==> src/rtl/cpu_types_pkg.sv <==
`default_nettype none
// +-----------------------------------------------------------------------+
// | cpu_types_pkg : shared CPU word, predictor counter and BTB entry types|
// | rev 1.0                                                               |
// +-----------------------------------------------------------------------+
package cpu_types_pkg;

  typedef logic [31:0] word_t;
  typedef logic [1:0]  bpctr_t;

  // Tag field is full width; each BTB compares only the bits its size needs.
  typedef struct packed {
    logic   valid;
    word_t  tag;
    word_t  target;
    bpctr_t ctr;
  } btb_entry_t;

  localparam bpctr_t BPCTR_SN = 2'b00;
  localparam bpctr_t BPCTR_WN = 2'b01;
  localparam bpctr_t BPCTR_WT = 2'b10;
  localparam bpctr_t BPCTR_ST = 2'b11;

  function automatic bpctr_t bpctr_update(input bpctr_t ctr, input logic taken);
    bpctr_t result;
    result = ctr;
    if (taken) begin
      if (ctr != BPCTR_ST) result = ctr + 2'd1;
    end else begin
      if (ctr != BPCTR_SN) result = ctr - 2'd1;
    end
    return result;
  endfunction

endpackage
`default_nettype wire

==> src/rtl/program_counter_if.sv <==
`default_nettype none
// +-----------------------------------------------------------------------+
// | program_counter_if : fetch PC, prediction and branch-resolution bus   |
// | rev 1.0                                                               |
// +-----------------------------------------------------------------------+
interface program_counter_if;
  import cpu_types_pkg::*;

  logic  ihit;
  logic  stall;
  logic  redirect;
  word_t redirect_pc;
  logic  res_valid;
  word_t res_pc;
  logic  res_taken;
  word_t res_target;

  word_t imemaddr;
  word_t nPC;
  logic  pred_taken;
  word_t pred_target;

  modport pc (
    input  ihit, stall, redirect, redirect_pc,
    input  res_valid, res_pc, res_taken, res_target,
    output imemaddr, nPC, pred_taken, pred_target
  );

  modport dp (
    output ihit, stall, redirect, redirect_pc,
    output res_valid, res_pc, res_taken, res_target,
    input  imemaddr, nPC, pred_taken, pred_target
  );

endinterface
`default_nettype wire

==> src/rtl/branch_target_buffer.sv <==
`default_nettype none
// +-----------------------------------------------------------------------+
// | branch_target_buffer : direct-mapped BTB, 2-bit counters, no bypass   |
// | rev 1.0                                                               |
// +-----------------------------------------------------------------------+
module branch_target_buffer
  import cpu_types_pkg::*;
#(
  parameter int BTB_ENTRIES = 16
) (
  input  wire logic  clk,
  input  wire logic  rst,
  input  wire word_t lookup_pc,
  output logic       lookup_taken,
  output word_t      lookup_target,
  input  wire logic  train_valid,
  input  wire word_t train_pc,
  input  wire logic  train_taken,
  input  wire word_t train_target
);

  localparam int IDX   = $clog2(BTB_ENTRIES);
  localparam int TAG_W = 30 - IDX;

  btb_entry_t entries [BTB_ENTRIES];

  logic [IDX-1:0]   lk_idx;
  logic [TAG_W-1:0] lk_tag;
  btb_entry_t       lk_entry;
  logic             lk_hit;

  logic [IDX-1:0]   tr_idx;
  logic [TAG_W-1:0] tr_tag;
  btb_entry_t       tr_entry;
  logic             tr_hit;

  assign lk_idx   = lookup_pc[IDX+1:2];
  assign lk_tag   = lookup_pc[31:IDX+2];
  assign lk_entry = entries[lk_idx];
  assign lk_hit   = lk_entry.valid && (lk_entry.tag[TAG_W-1:0] == lk_tag);

  assign lookup_taken  = lk_hit && lk_entry.ctr[1];
  assign lookup_target = lk_entry.target;

  assign tr_idx   = train_pc[IDX+1:2];
  assign tr_tag   = train_pc[31:IDX+2];
  assign tr_entry = entries[tr_idx];
  assign tr_hit   = tr_entry.valid && (tr_entry.tag[TAG_W-1:0] == tr_tag);

  // Only the valid bits are cleared; stale payload is masked by valid.
  always_ff @(posedge clk) begin
    if (rst) begin
      for (int i = 0; i < BTB_ENTRIES; i++) begin
        entries[i].valid <= 1'b0;
      end
    end else if (train_valid) begin
      if (tr_hit) begin
        entries[tr_idx].ctr <= bpctr_update(tr_entry.ctr, train_taken);
        if (train_taken) begin
          entries[tr_idx].target <= train_target;
        end
      end else if (train_taken) begin
        entries[tr_idx] <= '{valid:  1'b1,
                             tag:    word_t'(tr_tag),
                             target: train_target,
                             ctr:    BPCTR_WT};
      end
    end
  end

  logic unused_bits;
  assign unused_bits = ^{lookup_pc[1:0], train_pc[1:0],
                         lk_entry.tag[31:TAG_W], lk_entry.ctr[0],
                         tr_entry.tag[31:TAG_W], tr_entry.target};

endmodule
`default_nettype wire

==> src/rtl/program_counter_bp.sv <==
`default_nettype none
// +-----------------------------------------------------------------------+
// | program_counter_bp : fetch PC register with BTB-driven next-PC mux    |
// | rev 1.0                                                               |
// +-----------------------------------------------------------------------+
module program_counter_bp
  import cpu_types_pkg::*;
#(
  parameter int    BTB_ENTRIES = 16,
  parameter word_t PC_RESET    = 32'h0000_0000
) (
  input  wire logic      clk,
  input  wire logic      rst,
  program_counter_if.pc  pcif
);

  word_t pc_reg;
  word_t pc_next;
  word_t seq_pc;
  logic  btb_taken;
  word_t btb_target;
  logic  pred_taken;
  word_t pred_target;

  assign seq_pc = pc_reg + 32'd4;

  branch_target_buffer #(
    .BTB_ENTRIES (BTB_ENTRIES)
  ) u_btb (
    .clk           (clk),
    .rst           (rst),
    .lookup_pc     (pc_reg),
    .lookup_taken  (btb_taken),
    .lookup_target (btb_target),
    .train_valid   (pcif.res_valid),
    .train_pc      (pcif.res_pc),
    .train_taken   (pcif.res_taken),
    .train_target  (pcif.res_target)
  );

  // Masking with rst keeps the prediction quiet before valid bits settle.
  assign pred_taken  = btb_taken && !rst;
  assign pred_target = pred_taken ? btb_target : seq_pc;

  always_comb begin
    pc_next = pc_reg;
    if (pcif.redirect) begin
      pc_next = pcif.redirect_pc;
    end else if (pcif.ihit && !pcif.stall) begin
      pc_next = pred_target;
    end
  end

  always_ff @(posedge clk) begin
    if (rst) begin
      pc_reg <= PC_RESET;
    end else begin
      pc_reg <= pc_next;
    end
  end

  assign pcif.imemaddr    = pc_reg;
  assign pcif.nPC         = seq_pc;
  assign pcif.pred_taken  = pred_taken;
  assign pcif.pred_target = pred_target;

endmodule
`default_nettype wire

==> src/flat_wrapper.sv <==
// flat-port wrapper written by rule: the top's interface ports become plain ports
module program_counter_bp_flat import cpu_types_pkg::*;
#(
  parameter int    BTB_ENTRIES = 16,
  parameter word_t PC_RESET    = 32'h0000_0000
)
  (clk, rst, pcif_ihit, pcif_stall, pcif_redirect, pcif_redirect_pc, pcif_res_valid, pcif_res_pc, pcif_res_taken, pcif_res_target, pcif_imemaddr, pcif_nPC, pcif_pred_taken, pcif_pred_target);
  program_counter_if pcif_i ();
  input  wire logic clk;
  input  wire logic rst;
  input wire logic [$bits(pcif_i.ihit)-1:0] pcif_ihit;
  input wire logic [$bits(pcif_i.stall)-1:0] pcif_stall;
  input wire logic [$bits(pcif_i.redirect)-1:0] pcif_redirect;
  input wire logic [$bits(pcif_i.redirect_pc)-1:0] pcif_redirect_pc;
  input wire logic [$bits(pcif_i.res_valid)-1:0] pcif_res_valid;
  input wire logic [$bits(pcif_i.res_pc)-1:0] pcif_res_pc;
  input wire logic [$bits(pcif_i.res_taken)-1:0] pcif_res_taken;
  input wire logic [$bits(pcif_i.res_target)-1:0] pcif_res_target;
  output wire logic [$bits(pcif_i.imemaddr)-1:0] pcif_imemaddr;
  output wire logic [$bits(pcif_i.nPC)-1:0] pcif_nPC;
  output wire logic [$bits(pcif_i.pred_taken)-1:0] pcif_pred_taken;
  output wire logic [$bits(pcif_i.pred_target)-1:0] pcif_pred_target;
  assign pcif_i.ihit = pcif_ihit;
  assign pcif_i.stall = pcif_stall;
  assign pcif_i.redirect = pcif_redirect;
  assign pcif_i.redirect_pc = pcif_redirect_pc;
  assign pcif_i.res_valid = pcif_res_valid;
  assign pcif_i.res_pc = pcif_res_pc;
  assign pcif_i.res_taken = pcif_res_taken;
  assign pcif_i.res_target = pcif_res_target;
  assign pcif_imemaddr = pcif_i.imemaddr;
  assign pcif_nPC = pcif_i.nPC;
  assign pcif_pred_taken = pcif_i.pred_taken;
  assign pcif_pred_target = pcif_i.pred_target;
  program_counter_bp #(.BTB_ENTRIES(BTB_ENTRIES), .PC_RESET(PC_RESET)) u_core (.clk(clk), .rst(rst), .pcif(pcif_i));
endmodule
==> config.mk <==
export PLATFORM = sky130hd
export DESIGN_NAME = program_counter_bp_flat
export DESIGN_NICKNAME = d
export VERILOG_FILES = /design/src/rtl/cpu_types_pkg.sv /design/src/rtl/program_counter_if.sv /design/src/rtl/branch_target_buffer.sv /design/src/rtl/program_counter_bp.sv /design/src/flat_wrapper.sv
export SDC_FILE = /design/constraint.sdc
export NUM_CORES = 1
export LEC_CHECK = 0
export ABC_AREA = 0
export CORE_UTILIZATION = 60
export CTS_CLUSTER_DIAMETER = 100
export DETAILED_ROUTE_END_ITERATION = 10
export PLACE_DENSITY = 0.82
export SLEW_MARGIN = 25
export SYNTH_ARGS = -nofsm -noshare
export SYNTH_HDL_FRONTEND = slang
export SYNTH_HIERARCHICAL = 1
export SYNTH_SLANG_ARGS = --single-unit
==> constraint.sdc <==
create_clock -name clk -period 8.1 [get_ports clk]
set_clock_uncertainty 0.15 [all_clocks]
set_input_delay 0.81 -clock clk [delete_from_list [all_inputs] [get_ports clk]]
set_output_delay 0.81 -clock clk [all_outputs]
set_load 0.02 [all_outputs]
==> impl_metrics.py, run 1 <==
metrics = {
    "run_status": {
        "status": "finished, final reports clean",
    },
    "cts": {
        "path_clk_slew_ns": 0.06,
        "holdBufCountCts": 0,
        "htree_num_levels": 3,
        "clockRootBuffer": "clkbuf_16",
        "cts_buffers": 99,
        "insertion_delay_ns": 0.69,
        "post_cts_buffers": 0,
        "clk_path_buf_depth": 3,
        "clock_sinks": 1008,
        "cts_tree": "built",
        "cts_resized": 0,
    },
    "drt": {
        "route.detailed.drc": 0,
        "wl_per_cell_um": 35.42,
        "vias": 27020,
        "drt_wl_total_mm": 129.9,
        "final_antenna_net_count": 0,
        "firstDrtPassIters": 7,
        "vias_per_cell": 7.369,
        "drt-initial-drc-count": 4597,
    },
    "die": {
        "dieHeight_um": 275.3,
        "rows": 99,
        "initial_core_util_pct": 61.03,
        "coreArea_mm2": 0.07345,
        "die_area_mm2": 0.07581,
        "die_width_um": 275.3,
        "num_io_pins": 200,
    },
    "power": {
        "power_frac_seq_pct": 50.9,
        "switching_share_pct": 23.32,
        "peakVddDrop_mv": 0.2334,
        "p_sw_uw": 2671,
        "powerDensity_mw_per_mm2": 223.6,
        "p_clk_share_pct": 40.2,
        "p_leak_uw": 0.01641,
        "p_comb_share_pct": 8.9,
        "p_int_uw": 8784,
    },
    "grt": {
        "grt_remaining_overflow": 0,
        "grt_first_pass_wirelength_mm": 186.1,
        "grt_max_degree": 100,
        "grt_pass1_vias": 27100,
        "groute.usage.overall_pct": 34.82,
        "antenna_found_initial": 8,
    },
    "synth": {
        "synth_fa_ha_area_share_pct": 0.02791,
        "synth_xor_area_share_pct": 1.661,
        "synth-compound-area-share_pct": 4.165,
        "netlist_area_mm2": 0.04483,
        "synth_ff_type": "edfxtp_1",
        "muxShareOfSynthArea_pct": 21.51,
        "synthTopCellsByArea": "edfxtp_1 (64%), mux4_2 (18%), mux2i_1 (2.8%)",
        "synth_fp_nets": 2528,
        "ys_ff_latch": 1008,
        "yosysUniqueCellTypes": 81,
        "yosys.area.top_type": "edfxtp_1",
        "synth_most_common_cell": "edfxtp_1",
        "synth_cells": 2424,
        "synth-seq-area-share_pct": 66.45,
        "synth_top_family_by_area": "multiplexers",
        "yosysWarningCount": 6,
        "async_flop_share_pct": 0,
        "synth_edf_count": 960,
        "avgSynthCellArea_um2": 18.49,
        "synth_top_cells_by_count": "edfxtp_1 (960), mux4_2 (363), mux2i_1 (124)",
        "synth_top_area_share_pct": 64.31,
        "synthSimpleGateAreaFrac_pct": 3.955,
    },
    "finish": {
        "nets": 2726,
        "syn_to_final_growth_pct": 14.27,
        "drive_above_1_share_pct": 25.06,
        "layout.cells.non_filler": 3666,
    },
    "critical_path": {
        "cp_max_fo": 42,
        "required_ns": 7.14,
        "worstSetupEndpointType": "output pin",
        "critical_path_class": "flip-flop to output pin",
        "path_cells": "buf_4, mux4_2, mux4_2, xor2_1, nor4_1, nand4_1, nor4_2, buf_4, nand2b_2, buf_4, inv_1, buf_4, mux2_2, clkdlybuf4s50_1",
        "crit_top_cell": "buf_4",
        "cp.arrival_ns": 6.47,
        "startpoint_type": "flip-flop",
        "critPathSlowestCell": "dfxtp_4",
        "critPathMaxStageDelay_ns": 0.78,
    },
    "timing": {
        "whs_ns": 0.3508,
        "hold_viol_final": 0,
        "fmax_mhz": 134.6,
        "final_max_slew_viol_count": 0,
        "relSlewSlack_pct": 33.46,
        "finalCritPeriodShare_pct": 91.72,
        "tightest_slew_ns": 0.9876,
        "timing.final.ws_setup_ns": 0.6704,
        "setup_viol": 0,
        "period_needed_ns": 7.430,
        "grt_setup_unrepaired": "no",
        "fin_setup_tns_ns": 0,
    },
    "flow_run": {
        "drv_cap": 0,
    },
    "min_path": {
        "hold_path.class": "flip-flop to flip-flop",
    },
    "place": {
        "io_buffers": 197,
        "preCtsSetupSlack_ns": 1.464,
        "dpl.hpwl_mm": 74.72,
        "place_congestion": 0.9396,
        "dp.cells": 3479,
    },
}
cells in the final DEF (no fill, tap or decap), types with 40 or more instances in the layout:
| cell | n |
|---|---|
| clkbuf_16 | 99 |
| buf_4 | 69 |
| nor2_1 | 94 |
| nand2_1 | 92 |
| mux4_2 | 363 |
| xnor2_1 | 45 |
| mux2i_1 | 124 |
| a21oi_1 | 42 |
| inv_1 | 45 |
| xor2_1 | 40 |
| edfxtp_1 | 960 |
| clkdlybuf4s50_1 | 192 |
| dfxtp_1 | 44 |
final cells by class:
type / instances / area, um^2
multi-input cells: 1200 / 14270
repair buffers: 267 / 2521
well taps: 959 / 1200
clock inverters: 61 / 690.7
flip-flops and latches: 1008 / 29800
clock buffers: 120 / 2556
fillers: 4282 / 22230
diodes: 5 / 12.51
inverters: 46 / 173.9
registers in the layout (all words and copies together) (netlist names):
signal                flops
u_core/u_btb/entries    976
u_core/pcif.imemaddr     32
stage by stage:
stage	area [um^2]	util (%)	power (uW)
3_5_place_dp	47940	65.27	6919
3_3_place_gp	47940	65.27	6888
2_1_floorplan	44830	-	6501
4_1_cts	51190	69.69	11460
6_report	51220	69.74	11450
5_1_grt	51220	69.73	11710
power groups by stage:
stage	Clock [uW]	Combinational [uW]	Sequential, uW
2_1_floorplan	0	603	5900
3_3_place_gp	0	962	5930
3_5_place_dp	0	987	5930
4_1_cts	4630	1000	5820
5_1_grt	4820	1060	5830
6_report	4610	1020	5830
cell families (layout without fill, tap and decap cells):
family | count (synthesis) | in the layout
simple gates | 355 | 355
mux | 507 | 507
flops | 1008 | 1008
fa+ha+maj | 1 | 1
compound gates | 252 | 252
xor+xnor | 85 | 85
other cells | 0 | 5
buf+inv | 216 | 494
worst paths after layout:
path                                     from                     endpoint  slack (ns)  depth (start not counted)
setup / recovery      u_core/pcif.imemaddr[2]          pcif_pred_target[3]        0.67                         14
hold / removal    u_core/u_btb/entries[6][60]  u_core/u_btb/entries[6][60]        0.35                          2
setup reg to reg      u_core/pcif.imemaddr[2]      u_core/pcif.imemaddr[3]        2.00                         16
hold reg to reg   u_core/u_btb/entries[6][60]  u_core/u_btb/entries[6][60]        0.35                          2
metal layers:
layer  track usage, %  wire length, um  vias to the layer above
met2            55.17            62030                     2416
met1            45.69            43270                    13640
li1                 -                -                    10450
met4            16.79             7144                        2
met3            8.647            17410                      518
met5                0               13                        -
critical path, delay by kind of cell (launching register included):
family                    cells  cell delay [ns]
buffers and inverters         6             2.46
muxes                         3             1.55
and+or+nand+nor               4             0.79
DFF                           1             0.78
xor gates and xnor gates      1             0.17
(Power assumes the default switching activity.)
==> inputs of run 2 (changes only) <==
==> constraint.sdc (replaced) <==
create_clock -name clk -period 8.8 [get_ports clk]
set_clock_uncertainty 0.15 [all_clocks]
set_input_delay 0.88 -clock clk [delete_from_list [all_inputs] [get_ports clk]]
set_output_delay 0.88 -clock clk [all_outputs]
set_load 0.02 [all_outputs]
==> impl_metrics.py, run 2 (synthesis results as in run 1) <==
metrics = {
    "timing": {
        "whs_ns": 0.3490,
        "fmax_mhz": 115.5,
        "fin_setup_tns_ns": 0,
        "setup_viol": 0,
        "grt_setup_unrepaired": "no",
        "relSlewSlack_pct": 16.47,
        "period_needed_ns": 8.660,
        "finalCritPeriodShare_pct": 98.41,
        "tightest_slew_ns": 1.243,
        "hold_viol_final": 0,
        "final_max_slew_viol_count": 0,
    },
    "min_path": {
        "hold_end": "u_core/u_btb/entries[11][60]",
        "hp-start": "u_core/u_btb/entries[11][60]",
        "min_path_cells": 2,
        "hold_path.class": "flip-flop to flip-flop",
    },
    "drt": {
        "firstDrtPassIters": 6,
        "drt_wl_total_mm": 128.3,
        "drt-initial-drc-count": 4387,
        "vias": 26910,
        "wl_per_cell_um": 35.06,
        "route.detailed.drc": 0,
        "vias_per_cell": 7.353,
        "final_antenna_net_count": 0,
    },
    "place": {
        "io_buffers": 197,
        "dpl.hpwl_mm": 72.83,
        "place_congestion": 0.9458,
    },
    "critical_path": {
        "startpoint_type": "flip-flop",
        "rr_startpoint": "u_core/pcif.imemaddr[2]",
        "cp.arrival_ns": 7.63,
        "required_ns": 7.77,
        "r2r-end": "u_core/pcif.imemaddr[3]",
        "cp_max_fo": 42,
        "critical_path_class": "flip-flop to output pin",
        "rr_worst_depth": 13,
        "worstSetupEndpointType": "output pin",
        "r2r_slack_ns": 1.54,
    },
    "grt": {
        "groute.usage.overall_pct": 34.06,
        "grt_max_degree": 118,
        "antenna_found_initial": 11,
        "grt_pass1_vias": 26800,
        "grt_remaining_overflow": 0,
        "grt_first_pass_wirelength_mm": 182.3,
    },
    "finish": {
        "utilization_pct": 69.55,
        "final_common_cell": "edfxtp_1",
        "fill_cells": 4338,
        "drive_above_1_share_pct": 24.47,
        "regMostFlops": "u_core/u_btb/entries",
        "nets": 2718,
        "mostFrequentLayoutCells": "edfxtp_1 (960), mux4_2 (363), clkdlybuf4s50_1 (192)",
        "syn_to_final_growth_pct": 13.97,
        "largest_register_ffs": 976,
    },
    "die": {
        "coreArea_mm2": 0.07345,
        "rows": 99,
        "initial_core_util_pct": 61.03,
        "die_width_um": 275.3,
        "num_io_pins": 200,
        "dieHeight_um": 275.3,
        "die_area_mm2": 0.07581,
    },
    "cts": {
        "clk_path_buf_depth": 3,
        "cts_buffers": 98,
        "post_cts_buffers": 0,
        "clockRootBuffer": "clkbuf_16",
        "clock_sinks": 1008,
        "path_clk_slew_ns": 0.06,
        "htree_num_levels": 3,
        "cts_tree": "built",
        "holdBufCountCts": 0,
        "cts_resized": 0,
        "insertion_delay_ns": 0.69,
    },
    "power": {
        "p_leak_uw": 0.01631,
        "powerDensity_mw_per_mm2": 203.9,
        "peakVddDrop_mv": 0.1847,
    },
    "flow_run": {
        "drv_cap": 0,
    },
    "run_status": {
        "status": "finished, final reports clean",
    },
}
==> run 2: final cells by class <==
class,instances,area [um^2],share of cell area (%)
diodes,4,10.01,0.01959
clock buffers,122,2562,5.016
clock inverters,61,579.3,1.134
inverters,46,173.9,0.3404
multi-input cells,1200,14260,27.92
flip-flops and latches,1008,29800,58.34
well taps,959,1200,2.349
repair buffers,260,2497,4.888
==> run 2: metal layers <==
layer	routed length (um)	GRT usage [%]	up-vias
met5	60	0	-
met4	5749	13.67	10
met3	17760	9.361	431
met2	61510	54.07	2360
met1	43250	45.13	13680
li1	-	-	10430
==> run 2: critical path: stages, from the launching register on <==
cell and delay (ns):
dfxtp_4 0.71, buf_4 0.48, mux4_2 0.59, mux4_2 0.53
xor2_1 0.17, nor4_1 0.64, nand4_1 0.23, nor4_2 0.97
nand2b_2 0.83, inv_2 0.77, a21boi_0 0.19, nand3_1 0.19
clkdlybuf4s50_1 0.65
==> run 2: worst max path at each step <==
stage	start	to	slack [ns]	cells past startpoint
2_1_floorplan	u_core/pcif.imemaddr[2]	pcif_pred_target[13]	2.88	16
3_3_place_gp	u_core/pcif.imemaddr[2]	pcif_pred_target[26]	1.0	12
3_5_place_dp	u_core/pcif.imemaddr[2]	pcif_pred_target[26]	0.90	12
4_1_cts	u_core/pcif.imemaddr[2]	pcif_pred_target[26]	0.12	12
5_1_grt	u_core/pcif.imemaddr[2]	pcif_pred_target[26]	0.04	12
6_report	u_core/pcif.imemaddr[2]	pcif_pred_target[26]	0.14	12
==> run 2: stage by stage <==
stage          worst slack, ns  total power [uW]  instances  area (um^2)
2_1_floorplan            2.879              5984       2424        44830
3_3_place_gp            0.9977              6335       3473        47920
3_5_place_dp            0.9030              6362       3473        47920
4_1_cts                 0.1235             10410       3656        51060
5_1_grt                0.04335             10650       3659        51090
6_report                0.1396             10420       3660        51090
==> run 2: report_power, final <==
group | total, uW | switching, uW | internal (uW)
combinational | 931 | 526 | 404
sequential | 5360 | 67.1 | 5290
clock | 4120 | 1840 | 2290
